<file path="config.mk">
export PLATFORM = sky130hd
export DESIGN_NAME = boolean_min_sweeper
export DESIGN_NICKNAME = d
export VERILOG_FILES = /design/src/rtl/boolean_min_pkg.sv /design/src/rtl/golden_sop_ref.sv /design/src/rtl/boolean_min_sweeper.sv
export SDC_FILE = /design/constraint.sdc
export NUM_CORES = 1
export LEC_CHECK = 0
export CORE_AREA = 5 5 47 90
export DETAILED_ROUTE_END_ITERATION = 8
export DIE_AREA = 0 0 52 95
export PLACE_DENSITY = 0.81
export SETUP_SLACK_MARGIN = 0.4
export SLEW_MARGIN = 10
export SYNTH_ARGS = -nofsm -noshare
export SYNTH_HDL_FRONTEND = slang
export SYNTH_SLANG_ARGS = --single-unit
</file>
<file path="constraint.sdc">
create_clock -name clk -period 4.9 [get_ports clk]
set_input_delay 0.49 -clock clk [delete_from_list [all_inputs] [get_ports clk]]
set_output_delay 0.49 -clock clk [all_outputs]
set_load 0.05 [all_outputs]
</file>
<file path="src/rtl/boolean_min_pkg.sv">
// Purpose: shared types, bit positions and golden SOP forms for the Boolean-minimisation sweeper.
// Latency: n/a (package only).
// Backpressure: n/a.
package boolean_min_pkg;

    typedef enum logic [1:0] {
        ST_IDLE  = 2'd0,
        ST_DRIVE = 2'd1,
        ST_CHECK = 2'd2,
        ST_DONE  = 2'd3
    } state_t;

    // Bit positions of each literal inside the 8-bit test vector.
    localparam int A_BIT = 7;
    localparam int B_BIT = 6;
    localparam int C_BIT = 5;
    localparam int D_BIT = 4;
    localparam int W_BIT = 3;
    localparam int X_BIT = 2;
    localparam int Y_BIT = 1;
    localparam int Z_BIT = 0;

    // Settle counter width; covers SETTLE_CYCLES up to 15.
    localparam int SETTLE_W = 4;

    // Unminimised f1 over a,b,c,d.
    function automatic logic g1_fn(input logic [7:0] v);
        logic a, b, c, d;
        a = v[A_BIT];
        b = v[B_BIT];
        c = v[C_BIT];
        d = v[D_BIT];
        return (~a & ~b & ~c & ~d) | (a & ~c & ~d) | (~b & c & ~d) |
               (~a & b & c & d) | (b & ~c & d);
    endfunction

    // Unminimised f2 over w,x,y,z.
    function automatic logic g2_fn(input logic [7:0] v);
        logic w, x, y, z;
        w = v[W_BIT];
        x = v[X_BIT];
        y = v[Y_BIT];
        z = v[Z_BIT];
        return (x & ~y & z) | (~x & ~y & z) | (~w & x & y) |
               (w & ~x & y) | (w & x & y);
    endfunction

endpackage

</file>
<file path="src/rtl/golden_sop_ref.sv">
// Purpose: combinational golden reference for f1/f2 from the unminimised SOP forms.
// Latency: 0 cycles (pure combinational).
// Backpressure: none; output follows vec every cycle.
// Ports: vec [7:0] = {a,b,c,d,w,x,y,z}; g1/g2 = reference outputs.
module golden_sop_ref
    import boolean_min_pkg::*;
(
    input  logic [7:0] vec,
    output logic       g1,
    output logic       g2
);

    assign g1 = g1_fn(vec);
    assign g2 = g2_fn(vec);

endmodule

</file>
<file path="src/rtl/boolean_min_sweeper.sv">
// Purpose: exhaustive 256-vector sweep of a minimised block, checked against the golden SOP forms.
// Latency: SETTLE_CYCLES+1 cycles per vector; done rises 256*(SETTLE_CYCLES+1) cycles after start.
// Backpressure: none; start while busy is ignored, results held in DONE until next start or rst.
// Ports: clk/rst (sync, active-high); start pulse; vec_out drives the block under test;
//        f1_in/f2_in return from it; busy/done/pass/err_count/first_err_valid/first_err_idx report.
module boolean_min_sweeper
    import boolean_min_pkg::*;
#(
    parameter int SETTLE_CYCLES = 1
) (
    input  logic       clk,
    input  logic       rst,
    input  logic       start,
    output logic [7:0] vec_out,
    input  logic       f1_in,
    input  logic       f2_in,
    output logic       busy,
    output logic       done,
    output logic       pass,
    output logic [8:0] err_count,
    output logic       first_err_valid,
    output logic [7:0] first_err_idx
);

    localparam logic [SETTLE_W-1:0] SETTLE_LAST = SETTLE_W'(SETTLE_CYCLES - 1);

    state_t              state;
    state_t              state_nxt;
    logic [SETTLE_W-1:0] settle_cnt;
    logic                g1;
    logic                g2;
    logic                mismatch;

    golden_sop_ref u_ref (
        .vec (vec_out),
        .g1  (g1),
        .g2  (g2)
    );

    // A vector with both outputs wrong still counts as a single failing vector.
    assign mismatch = (f1_in != g1) | (f2_in != g2);

    assign busy = (state == ST_DRIVE) || (state == ST_CHECK);
    assign done = (state == ST_DONE);

    always_ff @(posedge clk) begin
        if (rst) begin
            state <= ST_IDLE;
        end else begin
            state <= state_nxt;
        end
    end

    always_comb begin
        state_nxt = state;
        case (state)
            ST_IDLE, ST_DONE: begin
                if (start) begin
                    state_nxt = ST_DRIVE;
                end
            end
            ST_DRIVE: begin
                if (settle_cnt == SETTLE_LAST) begin
                    state_nxt = ST_CHECK;
                end
            end
            ST_CHECK: begin
                state_nxt = (vec_out == 8'hFF) ? ST_DONE : ST_DRIVE;
            end
            default: state_nxt = ST_IDLE;
        endcase
    end

    always_ff @(posedge clk) begin
        if (rst) begin
            vec_out         <= 8'h00;
            settle_cnt      <= '0;
            pass            <= 1'b0;
            err_count       <= 9'd0;
            first_err_valid <= 1'b0;
            first_err_idx   <= 8'h00;
        end else begin
            case (state)
                ST_IDLE, ST_DONE: begin
                    if (start) begin
                        vec_out         <= 8'h00;
                        settle_cnt      <= '0;
                        pass            <= 1'b0;
                        err_count       <= 9'd0;
                        first_err_valid <= 1'b0;
                        first_err_idx   <= 8'h00;
                    end
                end
                ST_DRIVE: begin
                    settle_cnt <= settle_cnt + 1'b1;
                end
                ST_CHECK: begin
                    settle_cnt <= '0;
                    if (mismatch) begin
                        err_count <= err_count + 9'd1;
                        if (!first_err_valid) begin
                            first_err_valid <= 1'b1;
                            first_err_idx   <= vec_out;
                        end
                    end
                    if (vec_out != 8'hFF) begin
                        vec_out <= vec_out + 8'd1;
                    end else begin
                        // Final vector: pass must include this last check's outcome.
                        pass <= (err_count == 9'd0) && !mismatch;
                    end
                end
                default: ;
            endcase
        end
    end

endmodule

</file>
==> results of run 1 <==
cell usage in the layout (no fill, tap or decap), types with 2 or more instances in the layout:
cell type | netlist | layout
sky130_fd_sc_hd__o311ai_0 | 4 | 4
sky130_fd_sc_hd__o31ai_1 | 2 | 2
sky130_fd_sc_hd__mux2i_1 | 2 | 2
sky130_fd_sc_hd__o32ai_1 | 3 | 3
sky130_fd_sc_hd__a41o_1 | 5 | 5
sky130_fd_sc_hd__inv_1 | 22 | 22
sky130_fd_sc_hd__nor4b_1 | 5 | 5
sky130_fd_sc_hd__dfxtp_1 | 33 | 33
sky130_fd_sc_hd__or4_1 | 2 | 2
sky130_fd_sc_hd__a311oi_1 | 6 | 6
sky130_fd_sc_hd__o21ai_0 | 6 | 6
sky130_fd_sc_hd__xor2_1 | 6 | 6
sky130_fd_sc_hd__nor2_1 | 18 | 18
sky130_fd_sc_hd__nand2b_1 | 3 | 3
sky130_fd_sc_hd__a31oi_1 | 2 | 2
sky130_fd_sc_hd__clkbuf_8 | 0 | 6
sky130_fd_sc_hd__ha_1 | 9 | 9
sky130_fd_sc_hd__nand3_1 | 15 | 15
sky130_fd_sc_hd__nor3b_1 | 2 | 2
sky130_fd_sc_hd__nor2b_1 | 3 | 3
sky130_fd_sc_hd__nand2_1 | 13 | 13
sky130_fd_sc_hd__clkdlybuf4s50_1 | 0 | 33
sky130_fd_sc_hd__nand4_1 | 8 | 8
sky130_fd_sc_hd__a21oi_1 | 11 | 11
sky130_fd_sc_hd__and3_1 | 6 | 6
stage by stage:
stage	cell area, um2	hold slack (ns)	total power (uW)	utilization (%)	instances
final	2270	0.484	622	64.3	297
after global routing	2270	0.518	650	64.3	297
after CTS	2270	0.483	626	64.3	297
after detailed placement	2180	0.473	419	61.9	290
after global placement	2180	0.462	416	61.9	290
after floorplan	1840	0.462	386	-	216
how the worst max path moves through the flow:
stage / endpoint / slack (ns) / depth (start not counted)
6_report: first_err_idx[0]$_SDFFE_PP0P_ / 2.26 / 7
5_1_grt: first_err_idx[0]$_SDFFE_PP0P_ / 2.07 / 7
3_3_place_gp: first_err_idx[4]$_SDFFE_PP0P_ / 2.39 / 5
2_1_floorplan: err_count[2]$_SDFFE_PP0P_ / 2.66 / 5
4_1_cts: first_err_idx[0]$_SDFFE_PP0P_ / 2.29 / 7
3_5_place_dp: first_err_idx[0]$_SDFFE_PP0P_ / 2.33 / 7
flip-flops by register name, summed over array words and instances (netlist names):
name and cells:
vec_out 8, err_count 9, settle_cnt 4, state 2
first_err_valid 1, pass 1, first_err_idx 8
per-layer routing:
metal  part of all wire (%)  track usage [%]  vias to the layer above
li1                       -                -                      863
met1                     43             22.5                      851
met2                     49             32.6                       73
met3                    5.3             5.53                       14
met4                    3.0             11.6                        0
met5                      0                0                        -
cell families (layout without fill, tap and decap cells):
| family | count (synthesis) | count (layout) | synth area share [%] |
|---|---|---|---|
| buf+inv | 32 | 64 | 7.75 |
| flops | 33 | 33 | 35.9 |
| mux | 2 | 2 | 1.09 |
| simple gates | 87 | 87 | 26.6 |
| xor+xnor | 7 | 7 | 3.33 |
| compound gates | 46 | 46 | 19.2 |
| fa+ha+maj | 9 | 9 | 6.12 |
area by class of cell:
cell class	instances	share of cell area [%]
Clock buffer	7	3.80
Inverter	23	3.80
Multi-Input combinational cell	151	45.7
Sequential cell	33	29.1
Tap cell	49	2.70
Timing Repair Buffer	34	14.9
power by group through the flow:
stage / combinational [uW] / sequential, uW / clock [uW]
2_1_floorplan: 89.4 / 297 / 0
3_3_place_gp: 126 / 289 / 0
3_5_place_dp: 129 / 290 / 0
4_1_cts: 130 / 284 / 212
5_1_grt: 143 / 285 / 222
6_report: 130 / 284 / 208
worst reg2reg max path: cells and delay by family, from the launching register on:
kind,cells,cell delay [ns]
compound gates,3,0.83
simple gates,2,0.65
fa+ha+maj,1,0.64
flops,1,0.36
buf+inv,1,0.07
==> results.md, run 1 <==
Synth:
- Sequential elements use between 30% and 40% of the synthesized area.
- The number of synthesized flops with an enable pin is 0.
- For this run, asynchronously set or reset flops after synthesis account for 0%.
- The synthesized flop and latch total is 33.
- The mean instance size in the synthesized netlist is approximately 8.5 um2.
- Yosys attributes the largest share of cell area to sky130_fd_sc_hd__dfxtp_1 36%, sky130_fd_sc_hd__ha_1 6.1%, sky130_fd_sc_hd__inv_1 4.5%, sky130_fd_sc_hd__nand3_1 4.1%, sky130_fd_sc_hd__nor2_1 3.7%.
- After synthesis, the most frequently instantiated cells are 33 x sky130_fd_sc_hd__dfxtp_1, 22 x sky130_fd_sc_hd__inv_1, 18 x sky130_fd_sc_hd__nor2_1.
- The area share of the leading cell type in the synthesized netlist is between 30% and 40%.
- The number of cells produced by synthesis is roughly 220.
- In this run the cell area of the synthesized design comes to around 1800 um2.
- In the post-synthesis netlist, the cell with the most instances is sky130_fd_sc_hd__dfxtp_1.
- The net count after synthesis is 230.
- Yosys printed 0 warnings.
- The number of unique standard cell types used by synthesis is 48.
- The synthesized design spends more area on one cell type than any other, namely sky130_fd_sc_hd__dfxtp_1.
- Among all flip-flop cells after synthesis, the most frequent one is sky130_fd_sc_hd__dfxtp_1.

Clock network:
- The quantity of hold-fixing buffers added after cts is 0.
- The clock sink count is 33.
- The total clock buffers created by CTS is 5.
- The H-tree was split into 2 levels.
- The maximum root-to-sink buffer count is 2.
- The TritonCTS clock tree is built.
- The latest clock arrival within the worst-skew pair is between 0.2 and 0.3 ns.
- The clock tree root driver cell is sky130_fd_sc_hd__clkbuf_8.
- The number of gates resized after CTS was 0.
- The number of setup buffers added after CTS is 0.
- The clock slew seen by the registers of the worst setup and hold paths is around 0.070 ns.

Power and ir drop:
- The internal power of the cells totals 427 uW.
- The clock network accounts for 33.4% of the total power.
- Combinational cells account for about a fifth of the total power.
- Net switching is about a third of the power.
- The leakage power of the design is 0.000820 uW.
- The sequential group share of total power is approximately 46%.
- Across the VDD grid, the largest voltage drop is a little over 200 uV.
- The switching power of the nets is around 190 uW.
- For this design the ratio of total power to cell area is 274 nW/um2.

Die:
- The width of the die is ~52 um.
- The die covers between 4000 and 5000 um2.
- The initial core utilization is approximately 52%.
- The vertical die dimension is about 95 um.
- The region available for standard cell placement spans roughly 3500 um2.
- The number of placed I/O pins is 34.
- The floorplan has 31 rows.

Setup path:
- The startpoint of the lowest-slack register-to-register path is state[0]$_SDFFE_PP0P_.
- The standard cell with the maximum stage delay on the critical path is sky130_fd_sc_hd__ha_1.
- The depth of the worst register-to-register path is 7.
- Data on the critical path arrives at its endpoint at 2.83 ns.
- The family with the most delay on the worst path is compound AO/OA/AOI/OAI gates.
- Walking the worst path, the cells encountered are inv_1 > ha_1 > or2b_2 > a21oi_1 > o211ai_2 > and3_1 > o32ai_1.
- The reg-to-reg setup timing slack is between 2 and 2.5 ns.
- The classification of the worst setup path is flop to flop.
- The maximum fanout count along the critical path is 24.
- The worst setup path is captured at a flop.
- The required arrival time at the worst endpoint is about 5 ns.
- The critical path launch point type is a flop.
- In this design, the stage delay of the slowest critical-path cell is 0.64 ns.
- The worst path buffer plus inverter count is 1.
- The critical register-to-register path endpoint is first_err_idx[0]$_SDFFE_PP0P_.
- In this run the worst setup path begins at state[0]$_SDFFE_PP0P_.

Hold path:
- The type of the tightest min-delay check is flop to flop.
- The hold path depth is 2.
- The worst hold path terminates at first_err_idx[0]$_SDFFE_PP0P_.
- The origin of the worst min-delay path is first_err_idx[0]$_SDFFE_PP0P_.

Timing:
- Summed over all failing endpoints, the final setup total negative slack is 0 ns.
- At the pin with the least slew margin, the transition time is roughly 1.1 ns.
- The final critical-path required period is ~2.6 ns.
- Clock skew on the completed layout was measured at ~0.0068 ns.
- The count of endpoints failing setup in the final report is 0.
- For this run, the top clock speed supported by timing is between 0.3 and 0.4 GHz.
- The final-report max-slew violation count is 0.
- In the post-route analysis, the smallest setup slack over all paths is between 2 and 2.5 ns.
- Setup repair after global routing left no endpoint under its margin.
- In this run the tightest slew margin relative to its limit is 28.8%.
- The count of final hold-check violations is 0.
- The final period utilization is a little over half.

GRT:
- The number of global-route vias before repair is around 1700.
- Entering global routing, the biggest net connects 33 pins.
- Global routing used between 10% and 20% of the available tracks across all layers.
- The first global-routing pass estimated between 7 and 8 mm of wire.
- The total overflow left after global routing is 0.
- The initial antenna violation count was 0.

Route:
- The per-cell routed wire length is 15.5 um.
- The via count is 1801.
- The number of routed nets with antenna violations is 0.
- The number of optimization iterations in the first detailed-route pass is 7.
- The number of DRC violations after detailed routing is 0.
- In this run, the number of DRC markers left after iteration 0 of detailed routing was 36.
- Using the TritonRoute via totals, the vias-per-cell ratio works out to 6.06.
- The detailed-route wire length is 4.61 mm.

Layout:
- Fill cells in the final layout number just over 300.
- The number of antenna diodes is 0.
- Compared with the post-synthesis result, the final layout area differs by 23.3%.
- The multi-input combinational cells in the finished layout cover a total of ~1000 um2.
- The post-route netlist has just under 7% of its cells at a drive strength greater than 1.
- The net total in the final layout is between 200 and 300.
- Registers take 661 um2.

Place:
- The weighted congestion at the end of routability-driven global placement is a little over 0.8.
- Before CTS, the worst setup slack after placement is 2.33 ns.
- The wire-length estimate of the detail-placed layout is around 3.2 mm.
- The port buffer count is 33.

Run:
- The number of maximum-capacitance constraint violations is 0.

Status:
- The flow ran to the end, and the final reports show no timing, DRC or antenna violations.
(Power assumes the default switching activity.)
==> inputs of run 2 (changes only) <==
Settings changed: CORE_AREA 5 5 47 90 to 5 5 49 93, DIE_AREA 0 0 52 95 to 0 0 54 98, PLACE_DENSITY 0.81 to 0.76.
Clock period 4.9 ns to 2.5 ns, I/O delays scaled along.
==> run 2 against run 1 <==
Effect of this change:
- sequential power grew 96%
- combinational power grew 120%
- register-to-register slack lost 1.8 ns
- final cell count grew 2.7%
- count of clock-buffer cells in the layout is the same
- setup slack lost 1.8 ns
- fmax grew 30%
- core utilization shrank 2.6 points
- final area grew 3.4%
- sequential share of layout area shrank 0.59 points
- first-iteration DRC count grew 89%
- critical path depth is the same
- largest cell class unchanged
- largest power group unchanged
==> results.md, run 2 (synthesis gave the netlist of run 1 again) <==
Die:
- The die covers 5290 um2.
- From left edge to right edge, the die measures about 54 um.
- The number of placed I/O pins is 34.
- For this configuration, the core starts out at a cell density of between 40 and 50%.
- The floorplan core area is 3800 um2.
- The vertical die dimension is a little under 100 um.
- The floorplan has 32 rows.

Power and ir drop:
- Combinational logic burns 22.8% of the power.
- The switching power of the nets is 395 uW.
- The fraction of power spent switching nets is between 30% and 40%.
- Per report_power, the clock group accounts for 32.7% of the total.
- The cell-internal power is around 860 uW.
- In this run, flip-flops and latches consume 44.4% of the power.
- The maximum VDD drop is between 300 and 400 uV.
- Power spread over the standard cell area amounts to approximately 530 nW/um2.
- In this run the static leakage power is approximately 0.00086 uW.

Timing:
- Dividing the final minimum period by the clock period gives between 80% and 90%.
- The worst-case hold slack is 0.470 ns.
- Counting I/O delays and the setup requirement, the final critical path takes ~2.0 ns.
- The final total negative setup slack is 0 ns.
- The count of final hold-check violations came to 0.
- Setup repair after global routing could not meet its margin everywhere.
- Between clock sinks in the finished design, the worst skew comes to approximately 0.0039 ns.
- The count of endpoints failing setup in the final report is 0.
- The final-report max-slew violation count is 0.
- The worst-case headroom to the max-slew limit is slightly above 60%.
- For this run, the top clock speed supported by timing is just under 0.5 GHz.
- The pin slew with the least headroom to its limit is about 0.56 ns.

GRT:
- Entering global routing, the biggest net connects 32 pins.
- The number of global-route vias before repair is 1699.
- The total track usage is between 10% and 20%.
- The initial antenna violation count is 0.
- In this run the most used layer during global routing was met2.
- The met1 layer usage reported by global route is between 20% and 30%.
- The first global-routing pass estimated between 7 and 8 mm of wire.
- Global routing finished with a remaining overflow of 0.
- In the global route stage, met2 resource usage came out at 32.4%.
- The global-route met3 utilization is 3.66%.

Route:
- For this block, the initial DRC count from the detailed router was slightly below 70.
- The via count is 1781.
- The number of routed nets with antenna violations is 0.
- Dividing the detail-routed via count by the number of cells gives between 5 and 6.
- The per-cell routed wire length is approximately 16 um.
- The number of DRC violations after detailed routing is 0.
- The detailed-route wire length is roughly 4.8 mm.
- The pre-antenna-repair detailed-routing pass consisted of 4 iterations.

Layout:
- The top cell types in the final layout, fill and taps aside, are 32 x sky130_fd_sc_hd__clkdlybuf4s50_1, 26 x sky130_fd_sc_hd__dfxtp_1, 22 x sky130_fd_sc_hd__inv_1, 17 x sky130_fd_sc_hd__nor2_1, 15 x sky130_fd_sc_hd__nand3_1.
- err_count holds more flip-flops than any other register.
- From synthesis to final layout, the design area changed by 27.5%.
- Measured on the finished design, the core utilization comes to roughly three fifths.
- In the final layout, the registers with the most flip-flops are err_count: 9 flops, first_err_idx: 8 flops, vec_out: 8 flops.
- 0 antenna diodes ended up in the layout.
- The register with the most flip-flops in the layout has 9 of them.
- The number of fillers in the final layout is 343.
- The net count of the finished layout is about 270.
- The commonest non-fill, non-tap cell in the layout is sky130_fd_sc_hd__clkdlybuf4s50_1.
- The post-route netlist has between 10% and 20% of its cells at a drive strength greater than 1.
- The final cell count without fillers is 305.

Clock network:
- The number of H-tree levels is 2.
- The root buffer cell chosen for the clock tree is sky130_fd_sc_hd__clkbuf_8.
- For this design, the CTS-stage hold fixing added 0 buffers.
- The total clock buffers created by CTS is 5.
- TritonCTS built the clock tree.
- The latest clock arrival within the worst-skew pair is 0.28 ns.
- The clock slew seen by the registers of the worst setup and hold paths is ~0.070 ns.
- Counting every sink on the clock net gives 33.
- The maximum root-to-sink buffer count is 2.

Place:
- The detailed placement HPWL is 3.38 mm.
- The cell count after placement is between 200 and 300.
- The count of buffers added on input and output ports is 33.
- The weighted congestion at the end of routability-driven global placement is slightly below 0.8.

Setup path:
- The worst endpoint data arrival time is approximately 2.2 ns.
- The startpoint of the lowest-slack register-to-register path is state[0]$_SDFFE_PP0P_.
- The depth of the worst register-to-register path is 7.
- The critical path endpoint category is a flop.
- The classification of the worst setup path is flop to flop.
- The required arrival time at the worst endpoint is between 2 and 3 ns.
- The critical register-to-register path endpoint is err_count[2]$_SDFFE_PP0P_.
- The origin of the worst setup path is state[0]$_SDFFE_PP0P_.
- STA classifies the critical path startpoint as a flop.
- In this run the worst setup path terminates at err_count[2]$_SDFFE_PP0P_.
- The maximum fanout count along the critical path is 23.
- In this run the register-to-register setup slack is approximately 0.47 ns.

Status:
- The run finished with clean final reports.

Run:
- The tool flagged a number of max-cap violations equal to 0.

Hold path:
- The tightest min-delay check is of the flop to flop type.
## run 2: changes by cell type in the layout (fill, tap and decap cells not counted), sizes merged
cell | before | now
clkdlybuf4s50 | 33 | 32
dlygate4sd2 | 0 | 1
buf | 1 | 7
## run 2: timing repair
action,CTS,global route
buffers inserted,0,1
gates resized for setup,2,7
endpoints found under the setup margin,18,26
## run 2: area by class of cell
| type | count | area [um2] | share of cell area [%] |
|---|---|---|---|
| Inverter | 23 | 86.3 | 3.68 |
| Timing Repair Buffer | 40 | 382 | 16.3 |
| Sequential cell | 33 | 669 | 28.5 |
| Clock buffer | 7 | 86.3 | 3.68 |
| Tap cell | 51 | 63.8 | 2.72 |
| Multi-Input combinational cell | 151 | 1060 | 45.1 |
## run 2: power by group through the flow
stage	combinational, uW	clock [uW]	sequential [uW]
global placement	271	0	567
floorplan	175	0	582
finish	286	410	557
global route	314	433	560
CTS	273	414	556
detailed placement	273	0	568
## run 2: worst min-delay path by stage
| stage | startpoint | endpoint | slack (ns) | cells after the start |
|---|---|---|---|---|
| after detailed placement | pass$_SDFFE_PP0P_ | pass$_SDFFE_PP0P_ | 0.46 | 2 |
| final | pass$_SDFFE_PP0P_ | pass$_SDFFE_PP0P_ | 0.47 | 2 |
| after floorplan | rst | err_count[7]$_SDFFE_PP0P_ | 0.45 | 2 |
| after global placement | pass$_SDFFE_PP0P_ | pass$_SDFFE_PP0P_ | 0.46 | 2 |
| after CTS | pass$_SDFFE_PP0P_ | pass$_SDFFE_PP0P_ | 0.47 | 2 |
| after global routing | pass$_SDFFE_PP0P_ | pass$_SDFFE_PP0P_ | 0.49 | 2 |
## run 2: worst max-delay path: stages (launching register included)
cell and delay [ns]:
sky130_fd_sc_hd__dfxtp_2 0.37, sky130_fd_sc_hd__inv_1 0.05, sky130_fd_sc_hd__ha_1 0.22, sky130_fd_sc_hd__buf_4 0.22, sky130_fd_sc_hd__and4_4 0.18, sky130_fd_sc_hd__o211a_4 0.26
sky130_fd_sc_hd__or4_1 0.50, sky130_fd_sc_hd__a31oi_1 0.16
## run 2: per-layer routing
layer	vias to the layer above	routed length, um
li1	868	-
met1	857	1890
met2	46	2530
met3	10	187
met4	0	148
met5	-	0
## run 2: metrics by stage
| stage | total power (uW) | setup WS [ns] | area, um2 |
|---|---|---|---|
| floorplan | 757 | 0.412 | 1850 |
| global route | 1310 | 0.370 | 2350 |
| CTS | 1240 | 0.417 | 2320 |
| finish | 1250 | 0.474 | 2350 |
| global placement | 839 | 0.209 | 2230 |
| detailed placement | 841 | 0.159 | 2230 |
==> inputs of run 3 (changes only) <==
Clock period 2.5 ns to 1.9 ns, I/O delays scaled along.
==> run 3 against run 2 <==
Effect of this change:
- die area unchanged
- sequential share of layout area decreased by 3.9 points
- largest power group unchanged
- global-route usage increased by 2.6 points
- clock skew increased by 0.0074 ns
- critical path depth unchanged
- final cell count increased by 10%
- register-to-register slack got worse by 0.41 ns
- largest cell class unchanged
- via count increased by 12%
==> results.md, run 3 (synthesis gave the netlist of run 1 again) <==
Status:
- The run finished with clean final reports.

Clock network:
- Counting the buffers created by CTS gives 5.
- After clock tree synthesis, the clock-pin slew on the worst setup and hold paths is approximately 0.070 ns.
- The latest clock arrival within the worst-skew pair is slightly below 0.3 ns.
- Clock tree synthesis selected as its root buffer the cell sky130_fd_sc_hd__clkbuf_8.
- The maximum root-to-sink buffer count is 2.
- The clock tree synthesis step divided the H-tree into 2 levels.
- The number of hold buffers added after CTS was 0.
- The clock sink count is 33.
- The TritonCTS clock tree is built.

Die:
- The width of the die is between 50 and 60 um.
- The floorplan core area is roughly 3800 um2.
- The number of placed I/O pins is 34.
- The die covers roughly 5300 um2.
- The initialized floorplan defines 32 standard-cell rows.
- The floorplan step set the die height to just under 100 um.
- Once the floorplan was initialized, standard cells occupied about half of the core.

Layout:
- Leaving out fill and tap cells, the most frequent cells in the layout are 31 x sky130_fd_sc_hd__buf_4, 22 x sky130_fd_sc_hd__dfxtp_1, 20 x sky130_fd_sc_hd__inv_1, 16 x sky130_fd_sc_hd__dlygate4sd2_1, 15 x sky130_fd_sc_hd__nor2_1.
- The commonest non-fill, non-tap cell in the layout is sky130_fd_sc_hd__buf_4.
- The net count of the finished layout is roughly 300.
- The number of antenna diodes is 0.
- The number of fillers in the final layout is roughly 280.
- Ranked by flip-flop count, first place goes to err_count.
- The final instance area is about 2800 um2.
- The register with the most flip-flops in the layout has 9 of them.
- Of the cells placed in the final design, the portion with a size suffix greater than 1 is between 30% and 40%.
- The fraction of the core area covered by cells at the end of the flow is about three quarters.
- From synthesis to final layout, the design area changed by 52.9%.
- The largest registers in the layout are err_count: 9 flops, first_err_idx: 8 flops, vec_out: 8 flops.

Route:
- The detailed-route wire length is roughly 5.9 mm.
- The detail route stage leaves a number of antenna-violating nets equal to 0.
- After detailed routing, the number of remaining DRC violations is 0.
- The via count is around 2000.
- The violation count after the first detailed-route iteration is between 40 and 50.
- After detailed routing, the number of vias per cell comes to between 5 and 6.
- The number of optimization iterations in the first detailed-route pass is 4.
- The per-cell routed wire length is approximately 18 um.

Power and ir drop:
- In this run the static leakage power is around 0.0012 uW.
- Power spread over the standard cell area amounts to 663 nW/um2.
- The design draws 1870 uW.
- IR analysis of the VDD net gives a maximum drop of between 600 and 700 uV.

Timing:
- The final-report max-slew violation count is 0.
- The final critical-path required period is 1.84 ns.
- After layout, the worst path uses between 90 and 100% of the clock period.
- Setup repair after global routing could not meet its margin everywhere.
- Setup violations remaining at the end of the flow were counted as 0.
- Headroom to the max-slew limit came out at approximately 66%.
- The worst-case hold slack is around 0.48 ns.
- The count of final hold-check violations is 0.
- Static timing analysis puts the maximum clock frequency at roughly 0.54 GHz.
- At the pin with the least slew margin, the transition time is between 0.5 and 0.6 ns.
- Clock skew on the completed layout was measured at between 0.01 and 0.015 ns.
- Once routing completed, OpenROAD measured the worst setup slack at 0.0638 ns.

GRT:
- Global routing used between 20% and 30% of the available tracks across all layers.
- The number of global-route vias before repair is approximately 1900.
- The first global-routing pass estimated ~8.6 mm of wire.
- Entering global routing, the biggest net connects 17 pins.
- After global routing the overflow that remains totals 0.
- The initial antenna violation count is 0.

Setup path:
- Traced cell by cell, the critical path runs through ha_4 > or2b_2 > a21oi_4 > o211ai_4 > buf_6 > and3_1 > o32ai_2.
- Together, buffers and inverters on the worst path number 1.
- The worst setup path is of the flop to flop kind.
- The critical path launch point type is a flop.
- The family with the most delay on the worst path is compound AO/OA/AOI/OAI gates.
- Of all nets on the critical path, the largest fanout is 5.
- The slowest stage of the critical path is the sky130_fd_sc_hd__dfxtp_4 cell.
- At the worst endpoint, the arrival time is between 2 and 2.5 ns.
- The largest stage delay on the critical path is approximately 0.38 ns.
- For the worst setup path, the data required time is 2.09 ns.
- The worst setup path is captured at a flop.

Place:
- The detailed placement HPWL is 3.76 mm.
- OpenSTA, run right after detailed placement, puts the worst setup slack at -0.168 ns.
- The weighted congestion at the end of routability-driven global placement is 0.779.
- The placed standard-cell area is approximately 2400 um2.
- The port buffer count is 33.

Hold path:
- The type of the tightest min-delay check is flop to flop.

Run:
- The number of maximum-capacitance constraint violations is 0.
## run 3: layout make-up
class	count	area (um2)	area share, %
Multi-Input combinational cell	151	1290	45.7
Sequential cell	33	692	24.6
Timing Repair Buffer	71	599	21.3
Clock buffer	7	86.3	3.07
Inverter	23	86.3	3.07
Tap cell	51	63.8	2.27
## run 3: worst reg2reg max path, stage by stage, from the launching register on
cell,delay (ns)
sky130_fd_sc_hd__dfxtp_4,0.38
sky130_fd_sc_hd__ha_4,0.15
sky130_fd_sc_hd__or2b_2,0.32
sky130_fd_sc_hd__a21oi_4,0.17
sky130_fd_sc_hd__o211ai_4,0.11
sky130_fd_sc_hd__buf_6,0.16
sky130_fd_sc_hd__and3_1,0.17
sky130_fd_sc_hd__o32ai_2,0.27
## run 3: where the power goes
part | total, uW | leakage, uW | switching (uW) | internal (uW)
clock network | 549 | 0.0000443 | 262 | 288
registers | 727 | 0.000274 | 23.1 | 704
logic | 590 | 0.000838 | 338 | 252
total | 1870 | 0.00116 | 623 | 1240
## run 3: path summary, 6_finish.rpt
path / start / endpoint / slack (ns) / cells after the start
worst max-delay path: state[1]$_SDFFE_PP0P_ / err_count[7]$_SDFFE_PP0P_ / 0.06 / 7
worst min-delay path: pass$_SDFFE_PP0P_ / pass$_SDFFE_PP0P_ / 0.48 / 2
worst max register to register: state[1]$_SDFFE_PP0P_ / err_count[7]$_SDFFE_PP0P_ / 0.06 / 7
worst min register to register: pass$_SDFFE_PP0P_ / pass$_SDFFE_PP0P_ / 0.48 / 2
## run 3: routing by layer
layer | routed length, um | GRT usage [%] | up-vias
li1 | - | - | 931
met1 | 2130 | 22.9 | 934
met2 | 3160 | 37.3 | 95
met3 | 335 | 4.43 | 26
met4 | 319 | 12.7 | 0
met5 | 0 | 0 | -
## run 3: repair_timing
item | 4_1_cts | 5_1_grt
setup endpoints to repair | 56 | 43
gates resized for setup | 66 | 39
cloned | 2 | 0
pin swaps | 16 | 15
buffers inserted | 8 | 1
## run 3: through the flow
step | instances | TNS, ns
after floorplan | 216 | 0
after global placement | 318 | -1.74
after detailed placement | 318 | -1.81
after CTS | 335 | 0
after global routing | 336 | 0
final | 336 | 0
